==> src/rtl/mem_signature_monitor.sv <==
`default_nettype none
// ============================================================================
//  Module   : mem_signature_monitor
//  Purpose  : End-of-program monitor; checks signature writes, fetch validity
//             and a watchdog, and latches sticky pass/fail status.
//  Revision : 1.0 - initial release
// ============================================================================
module mem_signature_monitor #(
  parameter int XLEN           = 32,
  parameter int NUM_CHECKS     = 4,
  parameter int ORDERED        = 1,
  parameter int TIMEOUT_CYCLES = 100000,
  parameter int CNT_W          = 32
) (
  input  logic                       clk,
  input  logic                       reset,
  input  logic                       mem_en,
  input  logic                       mem_we,
  input  logic [XLEN-1:0]            mem_addr,
  input  logic [XLEN-1:0]            mem_wdata,
  input  logic                       fetch_valid,
  input  logic [NUM_CHECKS*XLEN-1:0] exp_addr,
  input  logic [NUM_CHECKS*XLEN-1:0] exp_data,
  output logic                       done,
  output logic                       pass,
  output logic [2:0]                 fail_code,
  output logic [$clog2(NUM_CHECKS):0] fail_index,
  output logic [XLEN-1:0]            fail_data,
  output logic [NUM_CHECKS-1:0]      hit_mask,
  output logic [CNT_W-1:0]           cycles
);

  localparam int IDX_W = $clog2(NUM_CHECKS) + 1;

  localparam logic [2:0] c_CODE_NONE     = 3'd0;
  localparam logic [2:0] c_CODE_MISMATCH = 3'd1;
  localparam logic [2:0] c_CODE_ORDER    = 3'd2;
  localparam logic [2:0] c_CODE_NO_INSTR = 3'd3;
  localparam logic [2:0] c_CODE_TIMEOUT  = 3'd4;

  localparam logic [NUM_CHECKS-1:0] c_ONE          = NUM_CHECKS'(1);
  localparam logic [CNT_W-1:0]      c_CNT_ONE      = CNT_W'(1);
  localparam logic [CNT_W-1:0]      c_CNT_MAX      = '1;
  localparam logic [CNT_W-1:0]      c_TIMEOUT_LAST = CNT_W'(TIMEOUT_CYCLES - 1);
  localparam bit                    c_WDOG_EN      = (TIMEOUT_CYCLES != 0);

  typedef enum logic [1:0] {
    ST_RUN  = 2'd0,
    ST_PASS = 2'd1,
    ST_FAIL = 2'd2
  } state_t;

  state_t                r_state;
  logic                  r_done;
  logic                  r_pass;
  logic [2:0]            r_fail_code;
  logic [IDX_W-1:0]      r_fail_index;
  logic [XLEN-1:0]       r_fail_data;
  logic [NUM_CHECKS-1:0] r_hit_mask;
  logic [CNT_W-1:0]      r_cycles;

  state_t                w_state_nxt;
  logic                  w_done_nxt;
  logic                  w_pass_nxt;
  logic [2:0]            w_fail_code_nxt;
  logic [IDX_W-1:0]      w_fail_index_nxt;
  logic [XLEN-1:0]       w_fail_data_nxt;
  logic [NUM_CHECKS-1:0] w_hit_mask_nxt;
  logic [CNT_W-1:0]      w_cycles_nxt;

  logic                  w_wr;
  logic [NUM_CHECKS-1:0] w_unhit;
  logic [NUM_CHECKS-1:0] w_addr_hit;
  logic [NUM_CHECKS-1:0] w_data_ok;
  logic [NUM_CHECKS-1:0] w_set_oh;
  logic                  w_err;
  logic [2:0]            w_err_code;
  logic [IDX_W-1:0]      w_err_idx;
  logic                  w_timeout;

  // Isolates the lowest set bit (two's-complement trick).
  function automatic logic [NUM_CHECKS-1:0] f_lowest(input logic [NUM_CHECKS-1:0] v);
    return v & (~v + c_ONE);
  endfunction

  function automatic logic [IDX_W-1:0] f_enc(input logic [NUM_CHECKS-1:0] oh);
    logic [IDX_W-1:0] idx;
    idx = '0;
    for (int i = 0; i < NUM_CHECKS; i++) begin
      if (oh[i]) idx = IDX_W'(i);
    end
    return idx;
  endfunction

  assign w_wr      = mem_en & mem_we;
  assign w_unhit   = ~r_hit_mask;
  assign w_timeout = c_WDOG_EN && (r_cycles == c_TIMEOUT_LAST);

  for (genvar gi = 0; gi < NUM_CHECKS; gi++) begin : g_entry
    assign w_addr_hit[gi] = (mem_addr  == exp_addr[gi*XLEN +: XLEN]);
    assign w_data_ok[gi]  = (mem_wdata == exp_data[gi*XLEN +: XLEN]);
  end

  if (ORDERED != 0) begin : g_ordered
    logic [NUM_CHECKS-1:0] w_ptr_oh;
    logic [NUM_CHECKS-1:0] w_later_oh;
    logic                  w_ptr_addr;
    logic                  w_ptr_good;

    // Every unhit entry other than the pointer lies above it.
    assign w_ptr_oh   = f_lowest(w_unhit);
    assign w_ptr_addr = |(w_ptr_oh & w_addr_hit);
    assign w_ptr_good = |(w_ptr_oh & w_addr_hit & w_data_ok);
    assign w_later_oh = f_lowest(w_addr_hit & w_unhit & ~w_ptr_oh);
    assign w_set_oh   = (w_wr && w_ptr_good) ? w_ptr_oh : '0;

    always_comb begin
      w_err      = 1'b0;
      w_err_code = c_CODE_NONE;
      w_err_idx  = '0;
      if (w_wr && w_ptr_addr && !w_ptr_good) begin
        w_err      = 1'b1;
        w_err_code = c_CODE_MISMATCH;
        w_err_idx  = f_enc(w_ptr_oh);
      end else if (w_wr && !w_ptr_addr && (|w_later_oh)) begin
        w_err      = 1'b1;
        w_err_code = c_CODE_ORDER;
        w_err_idx  = f_enc(w_later_oh);
      end
    end
  end else begin : g_unordered
    logic [NUM_CHECKS-1:0] w_cand_oh;
    logic                  w_cand_good;

    assign w_cand_oh   = f_lowest(w_addr_hit & w_unhit);
    assign w_cand_good = |(w_cand_oh & w_data_ok);
    assign w_set_oh    = (w_wr && w_cand_good) ? w_cand_oh : '0;
    assign w_err       = w_wr && (|w_cand_oh) && !w_cand_good;
    assign w_err_code  = w_err ? c_CODE_MISMATCH : c_CODE_NONE;
    assign w_err_idx   = f_enc(w_cand_oh);
  end

  always_comb begin
    w_state_nxt      = r_state;
    w_done_nxt       = r_done;
    w_pass_nxt       = r_pass;
    w_fail_code_nxt  = r_fail_code;
    w_fail_index_nxt = r_fail_index;
    w_fail_data_nxt  = r_fail_data;
    w_hit_mask_nxt   = r_hit_mask;
    w_cycles_nxt     = r_cycles;

    if (r_state == ST_RUN) begin
      w_cycles_nxt   = (r_cycles == c_CNT_MAX) ? r_cycles : r_cycles + c_CNT_ONE;
      w_hit_mask_nxt = r_hit_mask | w_set_oh;

      // Priority: data/order error, completion, missing fetch, watchdog.
      if (w_err) begin
        w_state_nxt      = ST_FAIL;
        w_done_nxt       = 1'b1;
        w_pass_nxt       = 1'b0;
        w_fail_code_nxt  = w_err_code;
        w_fail_index_nxt = w_err_idx;
        w_fail_data_nxt  = mem_wdata;
      end else if (&w_hit_mask_nxt) begin
        w_state_nxt = ST_PASS;
        w_done_nxt  = 1'b1;
        w_pass_nxt  = 1'b1;
      end else if (!fetch_valid) begin
        w_state_nxt      = ST_FAIL;
        w_done_nxt       = 1'b1;
        w_pass_nxt       = 1'b0;
        w_fail_code_nxt  = c_CODE_NO_INSTR;
        w_fail_index_nxt = '0;
        w_fail_data_nxt  = '0;
      end else if (w_timeout) begin
        w_state_nxt      = ST_FAIL;
        w_done_nxt       = 1'b1;
        w_pass_nxt       = 1'b0;
        w_fail_code_nxt  = c_CODE_TIMEOUT;
        w_fail_index_nxt = '0;
        w_fail_data_nxt  = '0;
      end
    end
  end

  always_ff @(posedge clk) begin
    if (!reset) begin
      r_state      <= ST_RUN;
      r_done       <= 1'b0;
      r_pass       <= 1'b0;
      r_fail_code  <= c_CODE_NONE;
      r_fail_index <= '0;
      r_fail_data  <= '0;
      r_hit_mask   <= '0;
      r_cycles     <= '0;
    end else begin
      r_state      <= w_state_nxt;
      r_done       <= w_done_nxt;
      r_pass       <= w_pass_nxt;
      r_fail_code  <= w_fail_code_nxt;
      r_fail_index <= w_fail_index_nxt;
      r_fail_data  <= w_fail_data_nxt;
      r_hit_mask   <= w_hit_mask_nxt;
      r_cycles     <= w_cycles_nxt;
    end
  end

  assign done       = r_done;
  assign pass       = r_pass;
  assign fail_code  = r_fail_code;
  assign fail_index = r_fail_index;
  assign fail_data  = r_fail_data;
  assign hit_mask   = r_hit_mask;
  assign cycles     = r_cycles;

endmodule
`default_nettype wire

==> config.mk <==
export PLATFORM = sky130hd
export DESIGN_NAME = mem_signature_monitor
export DESIGN_NICKNAME = d
export VERILOG_FILES = /design/src/rtl/mem_signature_monitor.sv
export SDC_FILE = /design/constraint.sdc
export NUM_CORES = 1
export LEC_CHECK = 0
export BUFFER_PORTS_ARGS = -buffer_cell sky130_fd_sc_hd__clkbuf_2
export CORE_AREA = 3 3 155 157
export CTS_CLUSTER_DIAMETER = 120
export DETAILED_ROUTE_END_ITERATION = 16
export DIE_AREA = 0 0 158 160
export GPL_TIMING_DRIVEN = 0
export PLACE_DENSITY = 0.58
export SLEW_MARGIN = 20
export SYNTH_ARGS = -nofsm -noshare
export SYNTH_HDL_FRONTEND = slang
export SYNTH_SLANG_ARGS = --single-unit
==> constraint.sdc <==
create_clock -name clk -period 2.5 [get_ports clk]
set_input_delay 0.375 -clock clk [delete_from_list [all_inputs] [get_ports clk]]
set_output_delay 0.375 -clock clk [all_outputs]
set_load 0.01 [all_outputs]
==> flow_metrics.tcl <==
set metrics [dict create \
    die_w_um 158 \
    die_h_um 160 \
    violations "negative setup slack" \
    ir_drop_mv 0.309 \
    post_dp_cell_area_um2 8580 \
    rows 55 \
    p_per_area_nw_per_um2 377 \
    fin_worst_skew_ns 0.00737 \
    avgSynthCellArea_um2 8.77 \
    cp_data_arrival_time_ns 2.79 \
    yosysWarnings 0 \
    htreeDepth 3 \
    root_buffer "clkbuf_16" \
    fin_hold_ws_ns 0.288 \
    netSwitchingFraction 0.303 \
    core_area_um2 22600 \
    grt_usage 0.229 \
    area_growth_pct 47.7 \
    cp.required_ns 2.73 \
    cts_tree "done" \
    drt_iter0_drc 407 \
    worst_pin_slew_ns 0.593 \
    cp-end-kind "register" \
    setup_violations 37 \
    synth_nets 1055 \
    synthesis.instances 729 \
    nets 1450 \
    grt_busiest_layer "met2" \
    drive_gt1_frac 0.451 \
    min_path_type "input port to register" \
    stdcell_area_um2 9450 \
    synth_top_flop_cell "dfxtp_1" \
    slew_violations 0 \
    start_util 0.283 \
    place_hpwl_um 25900 \
    synth_area_um2 6400 \
    fin_crit_ns 2.55 \
    synth-edff-count 0 \
    slew_headroom 0.601 \
    cp-start-kind "input port" \
    ios 401 \
    dr.pass1.iters 4 \
    cp_max_fo 10 \
    status "complete, but fails checks" \
    p_sw_uw 1080 \
    grt_pass1_wl_um 43200 \
    routed_wl_um 30500 \
    detail-route-antenna-nets 0 \
    criticalPathCategory "input port to register" \
    drt-wirelength-per-cell_um 21.6 \
    grt.met2_usage 0.410 \
    p_leak_uw 0.00422 \
    rsz0062_at_grt "yes" \
    portBuffers 366 \
    drc 0 \
    num_vias 6956 \
    layout_common_cells "clkbuf_2 (357), xor2_1 (135), xnor2_1 (134)" \
    layout_commonest_cell "clkbuf_2" \
    gr-total-overflow 0 \
    synth_seq_area_share 0.238 \
    clk_path_buf_depth 2 \
    ys_ff_latch 76 \
    min_period_over_period 1.02 \
    grt_max_degree 13 \
    hold_viol 0 \
    cts_buffers 9 \
    max_freq_mhz 391 \
    grt_use_met1 0.270 \
    path_clk_slew_ns 0.06 \
    yosysUniqueCellTypes 54 \
    pre_cts_ws_ns -0.805 \
    grt_pass1_vias 7030 \
    place_congestion 0.967 \
    dieArea_um2 25300 \
    tns_ns -1.27 \
    via_per_inst 4.92 \
    p_int_uw 2480 \
    pwr-share-seq 0.347 \
    grtUsageMet3 0.0466 \
    setup_ws_ns -0.0550 \
    fillerInstances 2382 \
    worst_skew_pair.late_latency_ns 0.34 \
    ys_async_sr_fraction 0 \
    cap_violations 0 \
    p_clk_frac 0.357 \
    finalPower_uw 3560 \
    pwr-share-comb 0.295 \
    antenna_found_initial 1 \
    clock-sinks 76 \
]
-- cell type report --
cell class / instances / area, um2 / share of cell area
multi-input cells: 591 / 4900 / 0.518
well taps: 285 / 357 / 0.0377
inverters: 10 / 37.5 / 0.00397
clock buffers: 10 / 229 / 0.0242
repair buffers: 385 / 2010 / 0.212
flip-flops and latches: 76 / 1540 / 0.163
plain buffers: 51 / 324 / 0.0343
diodes: 1 / 2.50 / 0.000265
clock inverters: 5 / 53.8 / 0.00570
-- power by group through the flow --
stage / sequential, uW / clock [uW] / combinational (uW)
final: 1240 / 1270 / 1050
after global routing: 1240 / 1350 / 1130
after CTS: 1240 / 1310 / 1010
after detailed placement: 1270 / 0 / 970
after global placement: 1260 / 0 / 963
after floorplan: 1270 / 0 / 487
-- cells by family after synthesis --
| family | after synthesis | share of synthesized area |
|---|---|---|
| mux | 6 | 0.00939 |
| xor+xnor | 279 | 0.382 |
| compound gates | 76 | 0.103 |
| other cells | 1 | 0.000586 |
| simple gates | 227 | 0.208 |
| buf+inv | 62 | 0.0563 |
| fa+ha+maj | 2 | 0.00352 |
| flops | 76 | 0.238 |
-- critical path: stages --
cell and delay [ns]:
buf_2 0.16, xor2_1 0.18, nor4_2 0.34, nand4_1 0.29
buf_4 0.24, nor4_4 0.25, nor2_2 0.11, nand2_2 0.11
o2111ai_4 0.15, buf_6 0.18, buf_6 0.14, a32o_1 0.25
-- path summary, 6_finish.rpt --
kind,start,endpoint,slack (ns),cells after the start
worst max-delay path,mem_addr[12],fail_data[18]$_SDFFE_PN0P_,-0.05,12
worst min-delay path,mem_wdata[28],fail_data[28]$_SDFFE_PN0P_,0.29,2
worst max register to register,hit_mask[0]$_SDFFE_PN0P_,fail_data[18]$_SDFFE_PN0P_,-0.05,11
worst min register to register,fail_code[1]$_SDFFE_PN0P_,fail_code[1]$_SDFFE_PN0P_,0.46,2
-- flip-flops by register name, summed over array words and instances, names as in the netlist --
signal      cells
cycles         32
done            1
fail_code       3
fail_data      32
fail_index      2
hit_mask        4
r_state         2
-- cells in the mapped netlist (6+ instances only) --
cell,n,area (um2)
xnor2_1,141,1230
xor2_1,138,1210
dfxtp_1,76,1520
nand4_1,44,275
nor4_1,41,257
a32o_1,32,320
buf_2,32,160
nand2_1,27,101
and2_1,23,144
nand3_1,21,105
nor2_1,15,56.3
nor3_1,14,70.1
o21ai_0,14,70.1
inv_1,10,37.5
buf_6,9,101
clkbuf_1,9,33.8
and3_1,7,43.8
or3_1,7,43.8
a21boi_0,6,45.0
mux2i_1,6,60.1
nor2b_1,6,37.5
-- per-layer routing --
layer / routed length, um / vias up
li1: - / 3350
met1: 12000 / 3283
met2: 15400 / 277
met3: 2210 / 46
met4: 890 / 0
met5: 0 / -
-- timing repair --
item,CTS,global route
gates cloned,1,0
pin swaps,25,41
buffers inserted,14,6
hold buffers,0,0
setup endpoints to repair,53,47
gates resized for setup,32,65
-- per-stage QoR --
step / utilization / cells
floorplan: - / 729
finish: 0.417 / 1414
global placement: 0.379 / 1380
global route: 0.417 / 1414
CTS: 0.404 / 1409
detailed placement: 0.379 / 1380
Note: power is estimated with default switching activity, not from simulation.
